<file path="config.mk">
export PLATFORM = sky130hd
export DESIGN_NAME = vxe_vpu_cmd_dispatcher
export DESIGN_NICKNAME = d
export VERILOG_FILES = /design/src/rtl/vxe_vpu_cmd_dispatcher_pkg.sv /design/src/rtl/vxe_vpu_cmd_decode.sv /design/src/rtl/vxe_vpu_cmd_dispatcher.sv
export SDC_FILE = /design/constraint.sdc
export NUM_CORES = 1
export LEC_CHECK = 0
export ABC_AREA = 1
export ABC_CLOCK_PERIOD_IN_PS = 1500
export CAP_MARGIN = 40
export CORE_MARGIN = 3
export CORE_UTILIZATION = 54
export CTS_CLUSTER_SIZE = 30
export DETAILED_ROUTE_END_ITERATION = 8
export DONT_BUFFER_PORTS = 1
export PLACE_DENSITY = 0.75
export SLEW_MARGIN = 5
export SYNTH_ARGS = -nofsm -noshare
export SYNTH_HDL_FRONTEND = slang
export SYNTH_SLANG_ARGS = --single-unit
export TNS_END_PERCENT = 10
</file>
<file path="constraint.sdc">
create_clock -name clk -period 1.5 [get_ports clk]
set_clock_uncertainty 0.2 [all_clocks]
set_input_delay 0.225 -clock clk [delete_from_list [all_inputs] [get_ports clk]]
set_output_delay 0.225 -clock clk [all_outputs]
set_load 0.01 [all_outputs]
</file>
<file path="src/rtl/vxe_vpu_cmd_dispatcher_pkg.sv">
// Shared types and constants for the VPU command dispatcher.
// Holds the control-unit opcode map (CU_CMD_*) and the fixed command-field widths.
package vxe_vpu_cmd_dispatcher_pkg;

  localparam int OP_W = 5;
  localparam int TH_W = 3;
  localparam int PL_W = 48;
  localparam int FU_N = 4;

  // Control-unit command opcodes
  localparam logic [OP_W-1:0] CU_CMD_NOP    = 5'h00;
  localparam logic [OP_W-1:0] CU_CMD_SETACC = 5'h01;
  localparam logic [OP_W-1:0] CU_CMD_SETVL  = 5'h02;
  localparam logic [OP_W-1:0] CU_CMD_SETEN  = 5'h03;
  localparam logic [OP_W-1:0] CU_CMD_SETRS  = 5'h04;
  localparam logic [OP_W-1:0] CU_CMD_SETRT  = 5'h05;
  localparam logic [OP_W-1:0] CU_CMD_SETRD  = 5'h06;
  localparam logic [OP_W-1:0] CU_CMD_PROD   = 5'h08;
  localparam logic [OP_W-1:0] CU_CMD_STORE  = 5'h09;
  localparam logic [OP_W-1:0] CU_CMD_ACTF   = 5'h0A;

  // Bit positions inside the functional-unit one-hot
  localparam int FU_REGU = 0;
  localparam int FU_PROD = 1;
  localparam int FU_STOR = 2;
  localparam int FU_ACTF = 3;

  typedef logic [FU_N-1:0] fu_vec_t;

  typedef struct packed {
    logic [OP_W-1:0] op;
    logic [TH_W-1:0] th;
    logic [PL_W-1:0] pl;
  } fu_cmd_t;

endpackage

</file>
<file path="src/rtl/vxe_vpu_cmd_decode.sv">
// Combinational opcode decoder: maps a control-unit opcode to a functional-unit one-hot.
// Unknown opcodes decode to all-zero, which the dispatcher treats as "drop".
module vxe_vpu_cmd_decode
  import vxe_vpu_cmd_dispatcher_pkg::*;
(
  input  logic [OP_W-1:0] op,
  output fu_vec_t         fu_sel
);

  always_comb begin
    // NOTE: assign a default before the case so every path drives fu_sel; otherwise a latch is inferred.
    fu_sel = '0;
    case (op)
      CU_CMD_SETACC,
      CU_CMD_SETVL,
      CU_CMD_SETEN,
      CU_CMD_SETRS,
      CU_CMD_SETRT,
      CU_CMD_SETRD:  fu_sel[FU_REGU] = 1'b1;
      CU_CMD_PROD:   fu_sel[FU_PROD] = 1'b1;
      CU_CMD_STORE:  fu_sel[FU_STOR] = 1'b1;
      CU_CMD_ACTF:   fu_sel[FU_ACTF] = 1'b1;
      default:       fu_sel = '0;
    endcase
  end

endmodule

</file>
<file path="src/rtl/vxe_vpu_cmd_dispatcher.sv">
// VPU command dispatcher: pops one command at a time and hands it to a single functional unit.
// Optional simulation checks are enabled with the VXE_VPU_CMD_DISP_CHECK_EN macro.
module vxe_vpu_cmd_dispatcher
  import vxe_vpu_cmd_dispatcher_pkg::*;
(
  input  logic            clk,
  input  logic            nrst,
  input  logic            i_vld,
  output logic            o_rd,
  input  logic [OP_W-1:0] i_op,
  input  logic [TH_W-1:0] i_th,
  input  logic [PL_W-1:0] i_pl,
  output logic            o_busy,
  output logic            regu_disp,
  input  logic            regu_done,
  output logic            prod_disp,
  input  logic            prod_done,
  output logic            stor_disp,
  input  logic            stor_done,
  output logic            actf_disp,
  input  logic            actf_done,
  output logic [OP_W-1:0] fu_cmd_op,
  output logic [TH_W-1:0] fu_cmd_th,
  output logic [PL_W-1:0] fu_cmd_pl,
  output logic            regu_cmd,
  output logic            prod_cmd,
  output logic            stor_cmd,
  output logic            actf_cmd
);

  localparam logic [1:0] ST_IDLE = 2'd0;
  localparam logic [1:0] ST_DISP = 2'd1;
  localparam logic [1:0] ST_WAIT = 2'd2;

  logic [1:0] state_q, state_d;
  fu_vec_t    cmd_q, cmd_d;
  fu_vec_t    dec_sel;
  fu_vec_t    done_vec;
  fu_vec_t    disp_vec;
  fu_cmd_t    fu_cmd_q;
  logic       dec_known;
  logic       accept;
  logic       done_hit;

  vxe_vpu_cmd_decode u_decode (
    .op     (i_op),
    .fu_sel (dec_sel)
  );

  assign done_vec  = {actf_done, stor_done, prod_done, regu_done};
  assign dec_known = |dec_sel;
  assign o_rd      = (state_q == ST_IDLE) & i_vld;
  assign accept    = o_rd & dec_known;
  // Only the owning unit's done, seen in WAIT, ends the command.
  assign done_hit  = (state_q == ST_WAIT) & (|(cmd_q & done_vec));

  always_comb begin
    state_d = state_q;
    cmd_d   = cmd_q;
    case (state_q)
      ST_IDLE: begin
        if (accept) begin
          state_d = ST_DISP;
          cmd_d   = dec_sel;
        end
      end
      ST_DISP: state_d = ST_WAIT;
      ST_WAIT: begin
        if (done_hit) begin
          state_d = ST_IDLE;
          cmd_d   = '0;
        end
      end
      default: begin
        state_d = ST_IDLE;
        cmd_d   = '0;
      end
    endcase
  end

  always_ff @(posedge clk or negedge nrst) begin
    if (!nrst) begin
      // NOTE: sequential state uses non-blocking assignments so every flop samples pre-edge values.
      state_q  <= ST_IDLE;
      cmd_q    <= '0;
      fu_cmd_q <= '0;
    end else begin
      state_q <= state_d;
      cmd_q   <= cmd_d;
      if (accept) begin
        fu_cmd_q <= '{op: i_op, th: i_th, pl: i_pl};
      end
    end
  end

  assign disp_vec  = cmd_q & {FU_N{state_q == ST_DISP}};

  assign regu_disp = disp_vec[FU_REGU];
  assign prod_disp = disp_vec[FU_PROD];
  assign stor_disp = disp_vec[FU_STOR];
  assign actf_disp = disp_vec[FU_ACTF];

  assign regu_cmd  = cmd_q[FU_REGU];
  assign prod_cmd  = cmd_q[FU_PROD];
  assign stor_cmd  = cmd_q[FU_STOR];
  assign actf_cmd  = cmd_q[FU_ACTF];

  assign fu_cmd_op = fu_cmd_q.op;
  assign fu_cmd_th = fu_cmd_q.th;
  assign fu_cmd_pl = fu_cmd_q.pl;

  assign o_busy    = (state_q != ST_IDLE) | i_vld;

`ifdef VXE_VPU_CMD_DISP_CHECK_EN
  fu_vec_t stray_done;

  // Any done that is not the owner's done in WAIT is stray.
  assign stray_done = done_vec & ~(cmd_q & {FU_N{state_q == ST_WAIT}});

  always_ff @(posedge clk) begin
    if (nrst) begin
      if (|stray_done) begin
        $display("%t vxe_vpu_cmd_dispatcher error: stray done %b (owner %b, state %0d)",
                 $time, stray_done, cmd_q, state_q);
      end
      if (o_rd && !dec_known) begin
        $display("%t vxe_vpu_cmd_dispatcher error: dropped undecodable opcode 0x%0h",
                 $time, i_op);
      end
    end
  end
`endif

endmodule

</file>
==> After elaboration in Yosys (flattened, before gate mapping) <==
Cells that the tools add are included.
{ "word_totals": {"register_bits": 62, "output_inout_bits": 66} }
{ "op_classes": {"n_mux": 10, "reduce_logical": 7, "bitwise_logic": 7, "n_eq_ne": 13} }
{ "ops": {"columns": ["operator", "count"], "rows": [
  ["5-bit by 3-bit == test with 1-bit output (second input constant)", 3],
  ["5-bit by 4-bit == test with 1-bit output (second input constant)", 3],
  ["4-bit one-hot mux with 3 select lines", 1],
  ["5-bit by 2-bit == test with 1-bit output (second input constant)", 2],
  ["4-bit bitwise AND", 2],
  ["4-bit 2-to-1 mux", 2],
  ["4-bit OR reduction", 2],
  ["2-bit one-hot mux with 3 select lines", 1],
  ["6-bit OR reduction", 1],
  ["5-bit by 1-bit == test with 1-bit output (second input constant)", 1],
  ["1-bit 2-to-1 mux", 4],
  ["2-bit 2-to-1 mux", 2],
  ["2-bit inequality test (second input constant)", 2],
  ["1-bit bitwise AND", 3],
  ["3-bit AND reduction", 1],
  ["2-bit by 1-bit == test with 1-bit output (second input constant)", 1],
  ["2-bit == test (second input constant)", 1],
  ["2-bit zero test", 1],
  ["2-bit AND reduction", 1],
  ["2-bit nonzero test", 1],
  ["1-bit inverter", 1],
  ["1-bit bitwise OR", 1]
]} }

==> Longest topological paths before layout <==
Gate-level depths: netlist of run 1.
{ "logic_depth": {"word_depth": 7, "depth_mapped": 10, "depth_no_buf": 10} }

==> Cells and area by module <==
Synthesis of run 1 repeated with hierarchy kept, for this count alone.
{ "unflattened": {"hier_cells": 301, "hier_area_um2": 2524.9} }
{ "modules_own_cells": {"columns": ["module", "seq_area_each_um2", "cells_each", "area_per_inst_um2", "instances"], "rows": [
  ["vxe_vpu_cmd_dispatcher", 1551.5, 287, 2466.1, 1],
  ["vxe_vpu_cmd_decode", 0.0, 14, 58.8, 1]
]} }

==> Worst setup path before layout of run 1 <==
Ideal clock, no wire load.
{ "synth_path": {"path_kind": "flip-flop to flip-flop", "startpoint": "register state_q[1]", "endpoint": "register fu_cmd_q (netlist bit fu_cmd_pl[0])", "path_stages_with_launch": 9, "path_slack_ns": 0.040, "synth_period_minus_slack_ns": 1.460, "path_buffers": 2, "arrival_ns": 1.144, "cell_sequence": "dfrtp_1 inv_1 nand2_1 nor2_2 nand2_4 buf_6 buf_6 nand2_1 nand2_1"} }
{ "synth_between": {"elab_chain_len": 3} }
{ "synth_lines": {"columns": ["item", "line", "rtl"], "rows": [
  ["from (decl)", "vxe_vpu_cmd_dispatcher.sv:35", "logic [1:0] state_q, state_d;"],
  ["from (signal assigned)", "vxe_vpu_cmd_dispatcher.sv:88", "state_q <= state_d;"],
  ["2-bit zero test", "vxe_vpu_cmd_dispatcher.sv:52", "assign o_rd = (state_q == ST_IDLE) & i_vld;"],
  ["1-bit bitwise AND", "vxe_vpu_cmd_dispatcher.sv:52", null],
  ["via o_rd", "vxe_vpu_cmd_dispatcher.sv:9", "output logic o_rd,"],
  ["1-bit bitwise AND", "vxe_vpu_cmd_dispatcher.sv:53", "assign accept = o_rd & dec_known;"],
  ["to (signal assigned)", "vxe_vpu_cmd_dispatcher.sv:91", "fu_cmd_q <= '{op: i_op, th: i_th, pl: i_pl};"],
  ["to (decl)", "vxe_vpu_cmd_dispatcher.sv:40", "fu_cmd_t fu_cmd_q;"]
]} }
The timed path passes the listed nets, and every way through them passes these cells.
A chain may end at the register's enable or synchronous reset.

==> Worst setup path in the final report of run 1 <==
{ "layout_path": {"startpoint": "register state_q[1]", "endpoint": "output port o_rd"} }
{ "layout_between": {"elab_chain_len": 2} }
{ "layout_lines": {"columns": ["item", "line"], "rows": [
  ["2-bit zero test", "vxe_vpu_cmd_dispatcher.sv:52"],
  ["1-bit bitwise AND", "vxe_vpu_cmd_dispatcher.sv:52"],
  ["to (decl)", "vxe_vpu_cmd_dispatcher.sv:9"]
]} }
Every way passes these cells.

==> impl_results.md, run 1 <==
* Async set-reset flop share out of synthesis at 100%
* Slew at the pin closest to its max-slew limit at ~0.24 ns
* Setup TNS Final at -1.19 ns
* Number of cells after detailed placement at 352
* Power density over the cells at between 1500 and 2000 mW/mm²
* Pint at between 4 and 5 mW
* Layout fillers at about 250
* Failing checks: negative hold slack, negative setup slack
* # clock sinks at 62
* Clk network pwr share at around a quarter
* Number of iterations in the first detailed-routing pass at 4
* Highest fanout seen on the critical path at 3
* Net switching share of the total power at a little over a third
* Post-synthesis average cell area at ~8.5 µm²
* Netlist area before placement at 0.00252 mm²
* Ports at about 130
* Total DRC errors in the routed layout at 0
* Final worst-path cycle share at 104%
* Share of layout cells above drive strength 1 at a little under a fifth
* Drt via density at between 5 and 6
* RSZ-0062 raised after global routing: true
* Setup slack after layout at -0.0614 ns
* Post-detailed-placement half-perimeter wirelength at 3.80 mm
* Total net switching power at 2.38 mW
* Critical Setup Path Class: flop to output pin
* Number of max-cap violations at 0
* CTS Hold Buffers Added at 59
* Basic-gate share of the synthesized area counting and, or, nand and nor cells at between 30% and 40%
* Count of buffer and inverter cells on the critical path at 2
* Clock tree from TritonCTS: yes
* Mux share of post-synthesis cell area at 0%
* Combinational family with the most area after synthesis: simple AND/OR/NAND/NOR gates
* Class of the tightest hold or removal check: input port to async pin
* First-pass GRT wire length at between 10 and 15 mm
* Slowest stage cell, crit path: dfrtp_1
* Input/output buffers at 0
* Dominant cell type by area after synthesis: dfrtp_1
* Total chip power at about 6.5 mW
* Height of the chip at roughly 74 µm
* Cell type group with the largest total delay on the critical path: flip-flops
* Number of enable flip-flop cells after synthesis at 0
* Sequential Power Share at 52.2%
* Largest net degree at the start of global routing at 63
* Element type at the critical path end: output pin
* Leading register cell type out of synthesis: dfrtp_1
* P_leak at between 1.5 and 2 nW
* CP max stage delay at ~0.41 ns
* Worst supply voltage drop on vdd at around 1300 µV
* GRT Util Overall at between 20% and 30%
* Adder-cell share of the synthesized area at 0%
* Count of final max-slew check failures at 0
* Synthesized flop and latch total at 62
* Synth Net Count at ~360
* Setup slack at placement at -0.000339 ns
* Normalized max-slew margin at between 80% and 90%
* Post-layout min period at 1.56 ns
* Status: complete, but fails checks
* Buffer cell driving the clock tree root: clkbuf_8
* Row cnt at 24
* Worst Hold Margin at -0.609 ns
* Number of global-route vias before repair at roughly 2200
* Clock edge transition at the registers on the reported setup and hold paths at roughly 0.07 ns
* Final hold violations at 62
* Ranking of synthesized cells by instance count: nand2_1 (178), dfrtp_1 (62), inv_1 (14), nor2_1 (13), nand3_1 (9)
* Initial antenna violation count at 0
* Register area share after synthesis at 61.6%
* Fraction of post-synthesis cell area in the top cell type by area at 61.6%
* Effective utilization at floorplan at 56.7%
* Avg WL per Cell at around 17 µm
* Final ANT Viol Nets at 0
* Most repeated cell in the gate-level netlist after synthesis: nand2_1
* Parity-gate share of the synthesized area counting xor and xnor cells at 0%
* Number of clock buffers inserted by TritonCTS at 9
* Distinct cell type count after synthesis at 15
* Post-synthesis instance total at ~300
* Type of element launching the critical path: flop
* Die span in x at 74.3 µm
* Cell Chain, Critical Path: inv_1 > nand2_2 > nor2_4 > buf_4
* Total of endpoints with negative setup slack in the final report at 55
* GPL Wtd Cong at 0.781
* Level count of the clock H-tree at 3
* Comb pwr share at a little under a quarter
* Total number of vias at around 2200
* Non-filler instance count after layout at 433
* Max Root-Sink Buffers at 2
* Remaining global-route overflow at 0
* Number of nets in the layout at roughly 440
* Insertion delay of the later-clocked pin in the worst-skew pair at 0.32 ns
* Maximum clock rate at between 600 and 700 MHz
* Layout area overhead at 46.2%
* Total wirelength of the detailed-routed design at roughly 7.5 mm
* Arrival time at the worst endpoint at roughly 1.1 ns
* Count of synthesis-stage warnings from yosys at 0
* Count of antenna diodes in the layout at 0
* Synthesized-area fraction occupied by ao, oa, aoi and oai cells at less than 1%
* Die Outline Area at around 0.0055 mm²
* Drt first-iter violations at ~170
* Top area cells in the synthesized netlist: dfrtp_1 (62%), nand2_1 (27%), inv_1 (2.1%), nor2_1 (1.9%), nand3_1 (1.8%)
* Core region area at ~0.0044 mm²
* Required time reported for the critical path endpoint at about 1.1 ns
power groups by stage:
| stage | logic (mW) | registers, mW | clock network [mW] |
|---|---|---|---|
| after global placement | 1.04 | 3.36 | 0 |
| after detailed placement | 1.12 | 3.36 | 0 |
| after floorplan | 0.835 | 3.21 | 0 |
| final | 1.51 | 3.38 | 1.59 |
| after global routing | 1.69 | 3.47 | 1.71 |
| after CTS | 1.29 | 3.35 | 1.61 |
routing by layer:
| metal | routed length, µm | global-route usage [%] | up-vias |
|---|---|---|---|
| met3 | 532 | 7.16 | 14 |
| met2 | 4210 | 47.5 | 106 |
| met4 | 175 | 12.8 | 0 |
| met1 | 2610 | 26.5 | 1074 |
| li1 | - | - | 1048 |
| met5 | 0 | 0 | - |
per-stage QoR:
| stage | utilization (%) | instance area (µm²) |
|---|---|---|
| 2_1_floorplan | - | 2520 |
| 3_3_place_gp | 59.2 | 2630 |
| 3_5_place_dp | 59.2 | 2630 |
| 4_1_cts | 78.4 | 3480 |
| 5_1_grt | 82.9 | 3680 |
| 6_report | 82.9 | 3680 |
cell usage in the layout, fill, tap and decap left out, types with 2 or more instances in the layout:
master | netlist | final
nand2_1 | 178 | 155
dfrtp_1 | 62 | 62
dlygate4sd3_1 | 0 | 59
nand2_2 | 1 | 23
inv_1 | 14 | 12
clkbuf_8 | 0 | 10
nand3_1 | 9 | 9
nor2_1 | 13 | 8
buf_4 | 3 | 8
nor2_2 | 2 | 6
inv_2 | 2 | 4
buf_12 | 0 | 4
clkbuf_16 | 0 | 3
o21ai_2 | 0 | 2
clkbuf_1 | 0 | 2
bufinv_16 | 0 | 2
clkinv_2 | 0 | 2
buf_6 | 4 | 2
worst register-to-register path, cell delays in order (launching register included):
cell      delay, ns
dfrtp_1        0.39
inv_1          0.06
nand2_2        0.10
nor2_4         0.05
buf_6          0.12
nand2_8        0.13
clkinv_8       0.09
buf_4          0.14
o21a_1         0.16
repair_timing:
| action | 4_1_cts | 5_1_grt |
|---|---|---|
| pin swaps | 1 | 3 |
| buffers inserted | 1 | 1 |
| hold endpoints to repair | 121 | 62 |
| endpoints found under the setup margin | 10 | 65 |
| gates cloned | 0 | 4 |
| gates resized for setup | 13 | 37 |
layout make-up:
| cell class | instances | area, µm² | area share, % |
|---|---|---|---|
| well taps | 52 | 65.1 | 1.77 |
| multi-input cells | 208 | 911 | 24.7 |
| flip-flops and latches | 62 | 1550 | 42.1 |
| inverters | 17 | 76.3 | 2.07 |
| clock buffers | 12 | 145 | 3.94 |
| repair buffers | 77 | 856 | 23.2 |
| clock inverters | 4 | 70.1 | 1.90 |
| repair inverters | 1 | 8.76 | 0.238 |
path summary, 6_finish.rpt:
check	from	depth (start not counted)	slack (ns)	end
worst max-delay path	state_q[1]	4	-0.06	o_rd
worst min-delay path	nrst	0	-0.61	fu_cmd_pl[6]
worst max register to register	state_q[1]	8	-0.05	fu_cmd_op[3]
worst min register to register	fu_cmd_pl[16]	2	0.36	fu_cmd_pl[16]
max in group asynchronous	nrst	0	1.61	fu_cmd_pl[44]
min in group clk	actf_done	6	0.17	cmd_q[2]
sequential cells by signal, indices dropped and copies added, names as in the netlist:
register   count
cmd_q          4
fu_cmd_op      5
state_q        2
fu_cmd_th      3
fu_cmd_pl     48
logic make-up after synthesis:
| kind of cell | Yosys count |
|---|---|
| compound gates | 4 |
| simple gates | 204 |
| flops | 62 |
| buf+inv | 28 |
(Power assumes the default switching activity.)
==> inputs of run 2 (changes only) <==
- SKIP_CTS_REPAIR_TIMING: not set -> 1
==> impl_results.md, run 2 (synthesis gave the netlist of run 1 again) <==
* Final hold violations at 63
* Die Outline Area at between 0.005 and 0.006 mm²
* Final ANT Viol Nets at 0
* Initial antenna violation count at 0
* Setup slack of the worst register-to-register path at -0.04 ns
* Maximum clock rate at around 630 MHz
* Critical Setup Path Class: flop to output pin
* Total number of vias at 2196
* Number of max-cap violations at 0
* P_leak at ~1.8 nW
* Number of global-route vias before repair at 1794
* Launch point of the worst path: state_q[1]
* Commonest cells after routing, fill and taps aside: nand2_1 (176), dfrtp_1 (62), dlygate4sd3_1 (58), inv_1 (12), clkbuf_8 (10)
* Reg-to-reg critical path startpoint: state_q[1]
* Highest fanout seen on the critical path at 3
* Normalized max-slew margin at around 84%
* Height of the chip at around 74 µm
* Slew at the pin closest to its max-slew limit at approximately 0.24 ns
* Clock edge transition at the registers on the reported setup and hold paths at about 0.07 ns
* Failing checks: negative hold slack, negative setup slack
* Final worst-path cycle share at 105%
* Final standard cell utilization of the core at 78.2%
* Row cnt at 24
* Core region area at 0.00444 mm²
* Status: complete, but fails checks
* Post-layout min period at 1.58 ns
* Count of antenna diodes in the layout at 0
* Layout area overhead at 37.9%
* First-pass GRT wire length at around 8 mm
* Share of layout cells above drive strength 1 at between 10% and 20%
* FF-to-FF End: fu_cmd_op[2]
* Total wirelength of the detailed-routed design at 6.92 mm
* Drt first-iter violations at about 190
* GRT Util Overall at between 10% and 20%
* Element type at the critical path end: output pin
* Die span in x at 74.3 µm
* Insertion delay of the later-clocked pin in the worst-skew pair at between 0.3 and 0.4 ns
* Total DRC errors in the routed layout at 0
* Effective utilization at floorplan at between 50% and 60%
* Setup slack at placement at -0.000339 ns
* Post-detailed-placement half-perimeter wirelength at approximately 3.8 mm
* Clock tree from TritonCTS: yes
* Type of element launching the critical path: flop
* Count of final max-slew check failures at 0
* Power density over the cells at about 1800 mW/mm²
* GPL Wtd Cong at approximately 0.78
* Most frequent standard cell in the layout excluding fill and tap cells: nand2_1
* Worst supply voltage drop on vdd at 1440 µV
* Required time reported for the critical path endpoint at approximately 1.1 ns
* Total of endpoints with negative setup slack in the final report at 6
* Number of nets in the layout at 432
* Ports at ~130
* Max Root-Sink Buffers at 2
* Class of the tightest hold or removal check: input port to async pin
* Buffer cell driving the clock tree root: clkbuf_8
* Avg WL per Cell at 16.2 µm
* Placed standard-cell area at between 0.002 and 0.003 mm²
* Level count of the clock H-tree at 3
* Number of iterations in the first detailed-routing pass at 5
* Count of cells along the worst register-to-register path at 6
* Drt via density at 5.15
* Arrival time at the worst endpoint at between 1 and 1.5 ns
* Number of cells after detailed placement at 352
* Number of clock buffers inserted by TritonCTS at 9
* Worst Hold Margin at -0.612 ns
* # clock sinks at 62
* Input/output buffers at 0
* Largest net degree at the start of global routing at between 60 and 70
* Non-filler instance count after layout at 426
* Setup TNS Final at -0.249 ns
* Flip-flop count of the largest register after layout at 48
* Total non-filler cell area in the finished layout at between 0.003 and 0.004 mm²
* RSZ-0062 raised after global routing: true
* Setup slack after layout at -0.0816 ns
* Destination of the critical timing path: o_rd
* Remaining global-route overflow at 0
==> run 2: final cells by class <==
type                       count  area, µm²
sequential                    62       1550
fill                         292        968
multi-input combinational    208        842
timing repair buffer          71        731
clock buffer                  12        145
inverter                      17       71.3
clock inverter                 4       70.1
tap                           52       65.1
==> run 2: worst max-delay path, stage by stage (launching register included) <==
cell	delay, ns
dfrtp_1	0.41
inv_1	0.11
nand2_4	0.07
nor2_4	0.12
buf_6	0.12
==> run 2: how the worst min path moves through the flow <==
stage / cells after the start / slack [ns] / to
2_1_floorplan: 0 / -0.27 / cmd_q[0]
3_3_place_gp: 0 / -0.27 / cmd_q[1]
3_5_place_dp: 0 / -0.27 / cmd_q[1]
4_1_cts: 0 / -0.63 / fu_cmd_pl[29]
5_1_grt: 0 / -0.63 / fu_cmd_pl[7]
6_report: 0 / -0.61 / fu_cmd_pl[4]
==> run 2: routing by layer <==
| metal | GRT usage [%] | wire, µm | part of all wire (%) | vias to the layer above |
|---|---|---|---|---|
| met3 | 7.30 | 568 | 8.2 | 13 |
| met1 | 22.8 | 2430 | 35 | 1030 |
| li1 | - | - | - | 1034 |
| met5 | 0 | 0 | 0 | - |
| met4 | 10.1 | 104 | 1.5 | 0 |
| met2 | 32.8 | 3820 | 55 | 119 |
==> run 2: metrics by stage <==
step                hold WS [ns]  power [mW]
global placement          -0.269        4.40
detailed placement        -0.269        4.48
global route              -0.632        6.66
floorplan                 -0.271        4.05
CTS                       -0.630        6.09
finish                    -0.612        6.28
==> run 2: where the power goes <==
| part | total [mW] | leakage, nW | switching (mW) | internal (mW) |
|---|---|---|---|---|
| Sequential | 3.36 | 0.782 | 0.931 | 2.43 |
| Clock | 1.59 | 0.110 | 0.612 | 0.977 |
| Combinational | 1.33 | 0.938 | 0.731 | 0.598 |
| Total | 6.28 | 1.83 | 2.27 | 4.01 |
==> inputs of run 3 (changes only) <==
- CTS_CLUSTER_SIZE: 30 -> not set
==> results of run 3 <==
Same layout as run 2: the final DEF is identical, and so are final timing and power.
